--- src/rtl/pwr_wkup_req_gen.sv ---
// Per-domain wakeup request generator for the RCC Vcore port.
// Turns level wakeup events into held, acknowledged requests with min hold, timeout and D3-first ordering.
module pwr_wkup_req_gen #(
  parameter int unsigned MIN_HOLD = 4,
  parameter int unsigned TIMEOUT  = 255,
  parameter int unsigned CNT_W    = 8
) (
  input  logic       clk,
  input  logic       rst,
  input  logic [2:0] wkup_evt,
  input  logic [2:0] rcc_rdy,
  input  logic       d3_run,
  input  logic       err_clr,
  output logic       pwr_d1_wkup,
  output logic       pwr_d2_wkup,
  output logic       pwr_d3_wkup,
  output logic [2:0] busy,
  output logic [2:0] err
);

  localparam int unsigned   NDOM    = 3;
  localparam logic [CNT_W-1:0] HOLD_M1 = CNT_W'(MIN_HOLD - 1);
  localparam logic [CNT_W-1:0] TMO     = CNT_W'(TIMEOUT);

  typedef enum logic [1:0] {
    S_IDLE,
    S_WAIT_D3,
    S_ASSERT,
    S_RELEASE
  } state_e;

  state_e           state_q [NDOM];
  state_e           state_d [NDOM];
  logic [CNT_W-1:0] cnt_q   [NDOM];
  logic [CNT_W-1:0] cnt_d   [NDOM];
  logic [2:0]       wkup_q, wkup_d;
  logic [2:0]       busy_q, busy_d;
  logic [2:0]       err_q, err_d;
  logic             d3_run_q;

  // Next-state, counter and flag logic for all three domains
  always_comb begin
    logic             d3_needed;
    logic [2:0]       req;
    logic [2:0]       err_set;
    logic [CNT_W-1:0] cnt_inc;

    d3_needed = wkup_evt[0] | wkup_evt[1] |
                (state_q[0] == S_WAIT_D3) | (state_q[1] == S_WAIT_D3);
    req       = {wkup_evt[2] | (d3_needed & ~d3_run), wkup_evt[1:0]};
    err_set   = '0;
    cnt_inc   = '0;
    wkup_d    = '0;
    busy_d    = '0;

    for (int i = 0; i < NDOM; i++) begin
      state_d[i] = state_q[i];
      cnt_d[i]   = cnt_q[i];
      unique case (state_q[i])
        S_IDLE: begin
          cnt_d[i] = '0;
          if (req[i] && !rcc_rdy[i]) begin
            state_d[i] = (i != 2 && !d3_run) ? S_WAIT_D3 : S_ASSERT;
          end
        end
        S_WAIT_D3: begin
          // Registered d3_run gives the extra cycle of settling before D1/D2 wake
          if (d3_run_q) state_d[i] = S_ASSERT;
        end
        S_ASSERT: begin
          cnt_inc  = (cnt_q[i] == TMO) ? cnt_q[i] : cnt_q[i] + CNT_W'(1);
          cnt_d[i] = cnt_inc;
          // Ack is tested first so a coincident ack beats the timeout
          if (rcc_rdy[i] && cnt_q[i] >= HOLD_M1) begin
            state_d[i] = S_RELEASE;
          end else if (!rcc_rdy[i] && cnt_inc == TMO) begin
            err_set[i] = 1'b1;
            state_d[i] = S_IDLE;
          end
        end
        S_RELEASE: begin
          if (!wkup_evt[i]) state_d[i] = S_IDLE;
        end
        default: state_d[i] = S_IDLE;
      endcase
      wkup_d[i] = (state_d[i] == S_ASSERT);
      busy_d[i] = (state_d[i] != S_IDLE);
    end

    err_d = (err_q & ~{3{err_clr}}) | err_set;
  end

  always_ff @(posedge clk or posedge rst) begin
    if (rst) begin
      for (int i = 0; i < NDOM; i++) begin
        state_q[i] <= S_IDLE;
        cnt_q[i]   <= '0;
      end
      wkup_q   <= '0;
      busy_q   <= '0;
      err_q    <= '0;
      d3_run_q <= 1'b0;
    end else begin
      for (int i = 0; i < NDOM; i++) begin
        state_q[i] <= state_d[i];
        cnt_q[i]   <= cnt_d[i];
      end
      wkup_q   <= wkup_d;
      busy_q   <= busy_d;
      err_q    <= err_d;
      d3_run_q <= d3_run;
    end
  end

  assign pwr_d1_wkup = wkup_q[0];
  assign pwr_d2_wkup = wkup_q[1];
  assign pwr_d3_wkup = wkup_q[2];
  assign busy        = busy_q;
  assign err         = err_q;

endmodule

--- config.mk ---
export PLATFORM = sky130hd
export DESIGN_NAME = pwr_wkup_req_gen
export DESIGN_NICKNAME = d
export VERILOG_FILES = /design/src/rtl/pwr_wkup_req_gen.sv
export SDC_FILE = /design/constraint.sdc
export NUM_CORES = 1
export LEC_CHECK = 0
export ABC_AREA = 1
export CAP_MARGIN = 20
export CORE_UTILIZATION = 35
export CTS_CLUSTER_SIZE = 24
export DETAILED_ROUTE_END_ITERATION = 12
export PLACE_DENSITY = 0.51
export REMOVE_ABC_BUFFERS = 1
export SETUP_SLACK_MARGIN = 0.4
export SLEW_MARGIN = 0
export SYNTH_ARGS = -nofsm -noshare
export SYNTH_HDL_FRONTEND = slang
export SYNTH_SLANG_ARGS = --single-unit
--- constraint.sdc ---
create_clock -name clk -period 1.9 [get_ports clk]
set_clock_uncertainty 0.15 [all_clocks]
set_input_delay 0.19 -clock clk [delete_from_list [all_inputs] [get_ports clk]]
set_output_delay 0.19 -clock clk [all_outputs]
set_load 0.01 [all_outputs]
* Yosys cells after proc, flatten, opt, wreduce, memory -nomap -nowiden
Index checks and enable logic that the tools add are counted.
** Word-level totals
- Flip-flop bits (word level) :: 40
- Latch bits :: 0
- Memory bits (writable) :: 0
- Memory bits (read-only) :: 0
- Bits of input ports :: 10
- Output and inout bits :: 9
- Word-level logic and storage cells :: 98
- Memories :: 0
** Cells by class
- $add $sub $neg :: 3
- Multipliers :: 0
- Div/mod/pow operators :: 0
- Order comparisons :: 3
- Equal/unequal tests :: 18
- Shift-type cells :: 0
- Multiplexer cells :: 34
- Bitwise logic cells :: 9
- Reduce and logical (&&, ||, !) cells :: 21
** Operators by type and width (count)
- 8-bit equality test (second input constant) :: 6
- 8-bit one-hot mux with 2 select lines :: 3
- 2-bit 2-to-1 mux :: 16
- 8-bit by 1-bit adder with 8-bit output (second input constant) :: 3
- 8-bit by 2-bit >= comparator with 1-bit output (second input constant) :: 3
- 8-bit 2-to-1 mux :: 3
- 2-bit one-hot mux with 4 select lines :: 3
- 2-bit equality test (second input constant) :: 9
- 2-bit nonzero test :: 6
- 1-bit logical AND :: 9
- 1-bit 2-to-1 mux :: 9
- 2-bit by 1-bit equality test with 1-bit output (second input constant) :: 3
- 2-bit logical NOT :: 3
- 1-bit OR :: 4
- 3-bit AND :: 1
- 1-bit logical NOT :: 3
- 3-bit NOT :: 1
- 3-bit OR :: 1
- 1-bit AND :: 1
- 1-bit NOT :: 1

* Depth between registers and ports, before layout
Gate-level depths: netlist of the first run.
- Depth in word-level cells :: 9
- Mapped depth :: 15
- Gate-level depth less buffers :: 15

* Worst setup path after synthesis of the first run
No wires, ideal clock.
- Path type :: flip-flop to flip-flop
- Start :: register cnt_q[0] (netlist name)
- End :: register wkup_q[2]
- Setup time :: 71 ps
- Arrival time :: 1542 ps
- Data required time :: 1679 ps
- Path slack :: 136 ps
- Stages on the path, launching flop included :: 14
- Path buffers :: 0
- Clock period less this slack :: 1764 ps
- Cells stage by stage :: dfrtp_1 -> ha_1 -> nand2_2 -> nor2_2 -> nand2_2 -> nor2_4 -> or2_2 -> nand3_1 -> nor2_2 -> nand2_1 -> nand2_1 -> nand2_1 -> nand2_2 -> nor2_1
** On the way
- Longest elaborated chain between the ends :: 8
- Elaborated cells between the ends (all ways) :: 11
- Those cells by class :: add/sub: 1; order compare: 1; eq/ne: 3; mux: 4; reduce/logical: 2
** RTL lines
- from (decl) :: RTL line 34 : logic [CNT_W-1:0] cnt_q [NDOM];
- from (signal, indexed assignment) :: RTL line 106 : cnt_q[i] <= cnt_d[i];
- 8-bit by 1-bit adder with 8-bit output / 8-bit equality test (equally long branches) :: RTL line 71 : cnt_inc = (cnt_q[i] == TMO) ? cnt_q[i] : cnt_q[i] + CNT_W'(1);
- 8-bit 2-to-1 mux :: RTL line 71
- 8-bit equality test :: RTL line 76 : end else if (!rcc_rdy[i] && cnt_inc == TMO) begin
- 1-bit logical AND :: RTL line 76
- 2-bit 2-to-1 mux :: RTL line 76
- 2-bit 2-to-1 mux * :: RTL line 74 : if (rcc_rdy[i] && cnt_q[i] >= HOLD_M1) begin
- 2-bit one-hot mux with 4 select lines * :: RTL line 59 : unique case (state_q[i])
- 2-bit equality test * :: RTL line 86 : wkup_d[i] = (state_d[i] == S_ASSERT);
- named net wkup_d[2] :: RTL line 36 : logic [2:0] wkup_q, wkup_d;
- to (signal assigned) :: RTL line 108 : wkup_q <= wkup_d;
- to (decl) :: RTL line 36
The timed path passes the listed nets; every way through them passes the cells marked *.
A chain may end at the register's enable or synchronous reset.

* Worst setup path after layout of the first run
- Start :: register cnt_q[1] (netlist name)
- End :: register wkup_q[2]
Same word-level chain as after synthesis.

==> results of run 1 <==
flip-flops by register name, indices dropped and copies added, names as in the netlist:
register	flops
busy	3
wkup_q	3
d3_run_q	1
state_q	6
cnt_q	24
err	3
logic make-up after synthesis:
kind of cell    count (synthesis)
buf+inv                        51
fa+ha+maj                       3
flops                          40
xor+xnor                        7
compound gates                 44
simple gates                  176
synthesized netlist by cell type (3+ instances only):
cell type and n:
nor2_1 22, inv_1 46, a21oi_1 4, o21ai_0 28
dfrtp_1 40, nor2_2 6, nand3_1 35, nor3_1 6
o22ai_1 3, nand4_1 5, ha_1 3, xor2_1 5
nand2_2 8, nand2_1 84
final timing paths:
path | start | endpoint | depth (start not counted)
setup / recovery | cnt_q[1] | wkup_q[2] | 14
hold / removal | rst | wkup_q[2] | 3
setup reg to reg | cnt_q[1] | wkup_q[2] | 14
hold reg to reg | err[2] | err[2] | 2
max in group asynchronous | rst | cnt_q[11] | 3
min in group clk | d3_run | d3_run_q | 1
metrics by stage:
stage                     hold slack, ps  util [%]  total power, mW  TNS [ps]  instances
after detailed placement             369      43.0             2.67      -146        432
after CTS                            106      49.8             3.83     -3.66        453
final                                104      54.6             4.10      -190        464
after floorplan                     71.4         -             2.07         0        319
after global placement               376      43.0             2.69     -86.6        432
after global routing                 154      54.6             4.36     -1240        464
worst max-delay path: cells and delay by family (launching register included):
| kind | cells | cell delay, ps |
|---|---|---|
| buf+inv | 1 | 90 |
| simple gates | 12 | 1070 |
| flops | 1 | 360 |
| fa+ha+maj | 1 | 190 |
metal layers:
layer	routed length, um	share of wire, %
met1	2830	44
met2	3340	52
met3	162	2.5
met4	136	2.1
met5	0	0
area by class of cell:
| type | count | area (um2) |
|---|---|---|
| fill | 595 | 2920 |
| multi-input combinational | 231 | 1560 |
| sequential | 40 | 1000 |
| timing repair buffer | 59 | 534 |
| inverter | 49 | 189 |
| clock buffer | 7 | 96.3 |
| tap | 77 | 96.3 |
| clock inverter | 1 | 30.0 |
report_power, final:
| part | total [mW] | switching [mW] | internal [mW] | leakage (nW) |
|---|---|---|---|---|
| clock | 0.777 | 0.313 | 0.464 | 0.0645 |
| combinational | 2.03 | 1.06 | 0.970 | 1.04 |
| sequential | 1.29 | 0.217 | 1.07 | 0.512 |
| total | 4.10 | 1.59 | 2.51 | 1.62 |
what timing repair did:
item                       4_1_cts  5_1_grt
setup endpoints to repair       28       33
cloned                           1        0
resized for setup               67       66
pin swaps                       17       38
buffers inserted                12       11
==> results.md, run 1 <==
- CP Max Fanout: 5
- I/O Buffers: 18
- Pwr/cell area: between 1000 and 1500 nW/um2
- Mux contribution to synthesized area: 0%
- Post-Synth Simple-Gate Area: 34.3%
- Ys async rst share: 100%
- Largest area contributor in the netlist: dfrtp_1
- Commonest non-fill, non-tap cell in the layout: nand2_1
- First-pass GRT wire length: 10.6 mm
- Share of the synthesized area in the top cell type: between 40% and 50%
- Worst path arrival time: about 2000 ps
- Num CTS Buffers: 5
- Dpl cell area: roughly 2800 um2
- Vias in the first global route: approximately 2400
- Avg WL per Cell: 13.9 um
- GRT busiest layer: met2
- Post-DRT Antenna Nets: 0
- Detailed-route wire length: between 6 and 7 mm
- Most frequent cells in the layout: 60 x nand2_1, 42 x inv_1, 38 x dfrtp_1
- H-tree depth: 2
- Peak supply drop: roughly 0.73 mV
- Syn Area/Cell: around 7.3 um2
- Synth top area cells: dfrtp_1 43%, nand2_1 13%, nand3_1 7.5%
- Fmax: 512 MHz
- Clock Sinks: 40
- Met3 Use GR: 3.76%
- DRC viols: 0
- Post-synthesis adder-cell area fraction: between 1.5 and 2%
- Final period demand of the worst path: between 1500 and 2000 ps
- Total number of vias: roughly 2300
- Final layout net count: ~400
- Most used cell, CP: nand2_2
- DIE AREA: 7020 um2
- First-pass DRT Iterations: 4
- Outcome: finished with violations
- CTS tree: built
- Post-Syn Instances: around 320
- CTS root buf: clkbuf_8
- DP HPWL: 4.07 mm
- Starting DRT DRC Count: between 80 and 90
- Post-synthesis compound-gate area fraction: 10.5%
- Core Box Area: 6420 um2
- Data required, critical path: around 1900 ps
- Post-synthesis cell area: approximately 2300 um2
- Synthesized flop and latch total: 40
- Via density: 5.03
- Gpl congestion: around 0.83
- Antenna cells: 0
- Max stage delay on crit path: 360 ps
- Synth unique cells: 30
- Reg2Reg Setup Slack: -50 ps
- CP endpoint kind: flop
- Clock buffer depth: 2
- CP max-delay cell: dfrtp_1
- Max Cap Viol: 0
- Final setup viols: 4
- Final Cycle Share: 103%
- Clock Latency Late Sink: ~300 ps
- Reg clk slew, reported paths: around 80 ps
- Setup WS post-layout: -54.8 ps
- Main combinational cell family by area after synthesis: simple AND/OR/NAND/NOR gates
- Rows: 29
- Lkg Pwr: about 1.6 nW
- Fin area: ~3500 um2
- Initial Util: a little over a third
- Gr usage total: approximately a fifth
- Initial antenna violation count: 0
- CTS Hold Bufs: 0
- Remaining Overflow, GRT: 0
- Area Overhead vs Synth: 49.6%
- Top FF cell, synth: dfrtp_1
- Final-report hold violation count: 0
- GR Util met2: between 30% and 40%
- Rel. slew slack: between 70 and 80%
- Worst hold path type: in2async
- Die W: around 84 um
- Slew @ Worst Pin: 321 ps
- Slew Viols, Final: 0
- Share of cells above drive strength 1: between 30% and 40%
- Synth Area in XOR/XNOR: 2.62%
- RSZ-0062 raised after global routing: yes
- Post-synth EDFFs: 0
- Setup WS pre-CTS: -78.5 ps
- Failing checks: negative setup slack
- Worst setup SP type: flop
- Crit-path cells: ha_2, nand2_2, nor2_2, nand2_2, nor2_4, inv_4, nand2_2, nand2_2, nor2_4, nand2_1, nand2_1, nand2_1, nand2_2, nor2_1
- Kind of critical path: reg2reg
- Synth Warn #: 0
- Met1 usage: roughly 23%
- Die Ht: about 84 um
- Largest net degree at the start of global routing: 41
- Sequential cell area fraction in the yosys report: about 43%
- Num ports: 19
Power figures use the tool's default switching activity.
==> run 2: changes to the inputs <==
--- a/config.mk
+++ b/config.mk
@@ -10,6 +10,7 @@
 export CORE_UTILIZATION = 35
 export CTS_CLUSTER_SIZE = 24
 export DETAILED_ROUTE_END_ITERATION = 12
+export GPL_TIMING_DRIVEN = 0
 export PLACE_DENSITY = 0.51
 export REMOVE_ABC_BUFFERS = 1
 export SETUP_SLACK_MARGIN = 0.4
==> run 2 against run 1 <==
The run now ends clean. Sequential share of layout area grew 2.2 points. First-iteration DRC count grew 17%. Sequential power grew 4%. Non-clock buffer count shrank 15. Hold slack gained 210 ps. Clock power shrank 23%. Routed wire length shrank 6.1%. Die area is the same. Sequential cell count is the same. Combinational power shrank 14%. Critical path depth is the same. Global-route usage shrank 0.96 points. Critical path type unchanged. Critical endpoint is now busy[2].
==> results.md, run 2 (same netlist as run 1, synthesis figures left out) <==
- RSZ-0062 raised after global routing: yes
- Remaining Overflow, GRT: 0
- Clock Sinks: 40
- Worst hold path type: in2reg
- Most frequent cells in the layout: 65 x nand2_1, 41 x inv_1, 34 x dfrtp_1
- R2R depth: 14
- Die W: roughly 84 um
- Post-DRT Antenna Nets: 0
- Detailed-route wire length: around 6.1 mm
- Final period demand of the worst path: 1900 ps
- Reg clk slew, reported paths: 80 ps
- Num CTS Buffers: 5
- Commonest non-fill, non-tap cell in the layout: nand2_1
- Critical path buffers and inverters: 1
- Max stage delay on crit path: 410 ps
- Reg2Reg Setup Slack: approximately 0.9 ps
- Crit-path leading delay family: simple AND/OR/NAND/NOR gates
- Hold path cells: 1
- Regs by FF count: cnt_q (24), state_q (6)
- Antenna cells: 0
- Rows: 29
- I/O Buffers: 18
- Num ports: 19
- Kind of critical path: reg2reg
- Gr usage total: between 10% and 20%
- CP endpoint kind: flop
- Final layout net count: around 380
- Crit-path cells: ha_4, nand2_4, nor2_4, nand2_4, nor2_4, inv_4, nand2_2, nand2_2, nor2_4, nand2_1, nand2_1, nand2_1, nand2_2, nand2_1
- Initial antenna violation count: 0
- Clock buffer depth: 2
- WHS Endpoint: d3_run_q
- Clock share of power: approximately 16%
- Flop pwr share: a little over a third
- Avg WL per Cell: ~14 um
- Worst path arrival time: ~1900 ps
- Via density: ~5
- Clock Latency Late Sink: 280 ps
- Setup TNS: 0 ps
- Slew @ Worst Pin: around 400 ps
- Reg-to-reg critical path startpoint: cnt_q[1]
- Most used cell, CP: nand2_1
- Gpl congestion: roughly 0.82
- DP HPWL: 3.91 mm
- Final-report hold violation count: 0
- Top register by number of flip-flops: cnt_q
- Setup WS pre-CTS: -153 ps
- Largest net degree at the start of global routing: 40
- Psw: 1.51 mW
- Pwr/cell area: between 1000 and 1500 nW/um2
- Outcome: complete, no violations
- CP max-delay cell: dfrtp_1
- Data required, critical path: roughly 1900 ps
- CTS root buf: clkbuf_8
- Min-delay src: d3_run
- Reg-to-Reg End: busy[2]
- Vias in the first global route: roughly 2200
- Rel. slew slack: between 70% and 80%
- First-pass DRT Iterations: 4
- Starting DRT DRC Count: 96
- Setup WS post-layout: about 0.90 ps
- H-tree depth: 2
- Max Cap Viol: 0
- Switch share: approximately two fifths
- Initial Util: between 30 and 40%
- DRC viols: 0
- Fmax: 527 MHz
- Final Cycle Share: 100%
- Core Box Area: ~6400 um2
- Lkg Pwr: ~1.5 nW
- Slew Viols, Final: 0
- Part of the power in combinational logic: 47.4%
- Share of cells above drive strength 1: between 30% and 40%
- Total number of vias: between 2000 and 2500
- Final core occ: 50.9%
- Peak supply drop: around 0.64 mV
- First-pass GRT wire length: ~10 mm
- Final setup viols: 0
- Area Overhead vs Synth: 39.7%
- Max reg flops: 24
- CP Max Fanout: 5
- Fill count: between 600 and 700
- Worst setup SP type: flop
- Cell-internal power: approximately 2.2 mW
- DIE AREA: around 7000 um2
- CTS tree: built
- Total Power: ~3.7 mW
- Die Ht: 83.8 um
[run 2: layout make-up]
class,instances,area (um2),share of cell area [%]
multi-input combinational,230,1460,44.6
sequential,40,1010,30.8
timing repair buffer,44,428,13.1
inverter,49,191,5.85
tap,77,96.3,2.94
clock buffer,8,90.1,2.75
[run 2: how the worst max path moves through the flow]
stage	from	endpoint	slack [ps]	cells past startpoint
final	cnt_q[1]	busy[2]	0.9	14
after floorplan	cnt_q[0]	wkup_q[2]	140	13
after detailed placement	cnt_q[8]	busy[1]	-150	13
after global routing	cnt_q[8]	busy[1]	-140	10
after global placement	rst	cnt_q[17]	-380	2
after CTS	cnt_q[17]	busy[0]	4	12
[run 2: power groups by stage]
stage	registers, mW	logic (mW)	clock network [mW]
floorplan	1.29	0.787	0
global placement	1.31	1.15	0
detailed placement	1.31	1.17	0
CTS	1.32	1.61	0.626
global route	1.37	1.96	0.654
finish	1.34	1.75	0.597
[run 2: layer usage]
layer	part of all wire (%)	track usage, %	up-vias
met5	0	0	-
met4	0.84	4.23	0
met3	2.4	2.47	4
met2	50	31.4	27
met1	47	23.4	1061
li1	-	-	1140
[run 2: per-stage QoR]
step                instances  hold slack, ps  cell area [um2]
CTS                       443             307             3100
floorplan                 319            71.4             2330
detailed placement        415             230             2630
finish                    448             313             3270
global placement          414             368             2610
global route              448             320             3270
[run 2: what timing repair did]
action / in CTS / in global routing
hold buffers: 1 / 0
hold endpoints to repair: 1 / 0
pin swaps: 25 / 17
gates resized for setup: 68 / 43
setup buffers: 19 / 5
endpoints found under the setup margin: 40 / 39
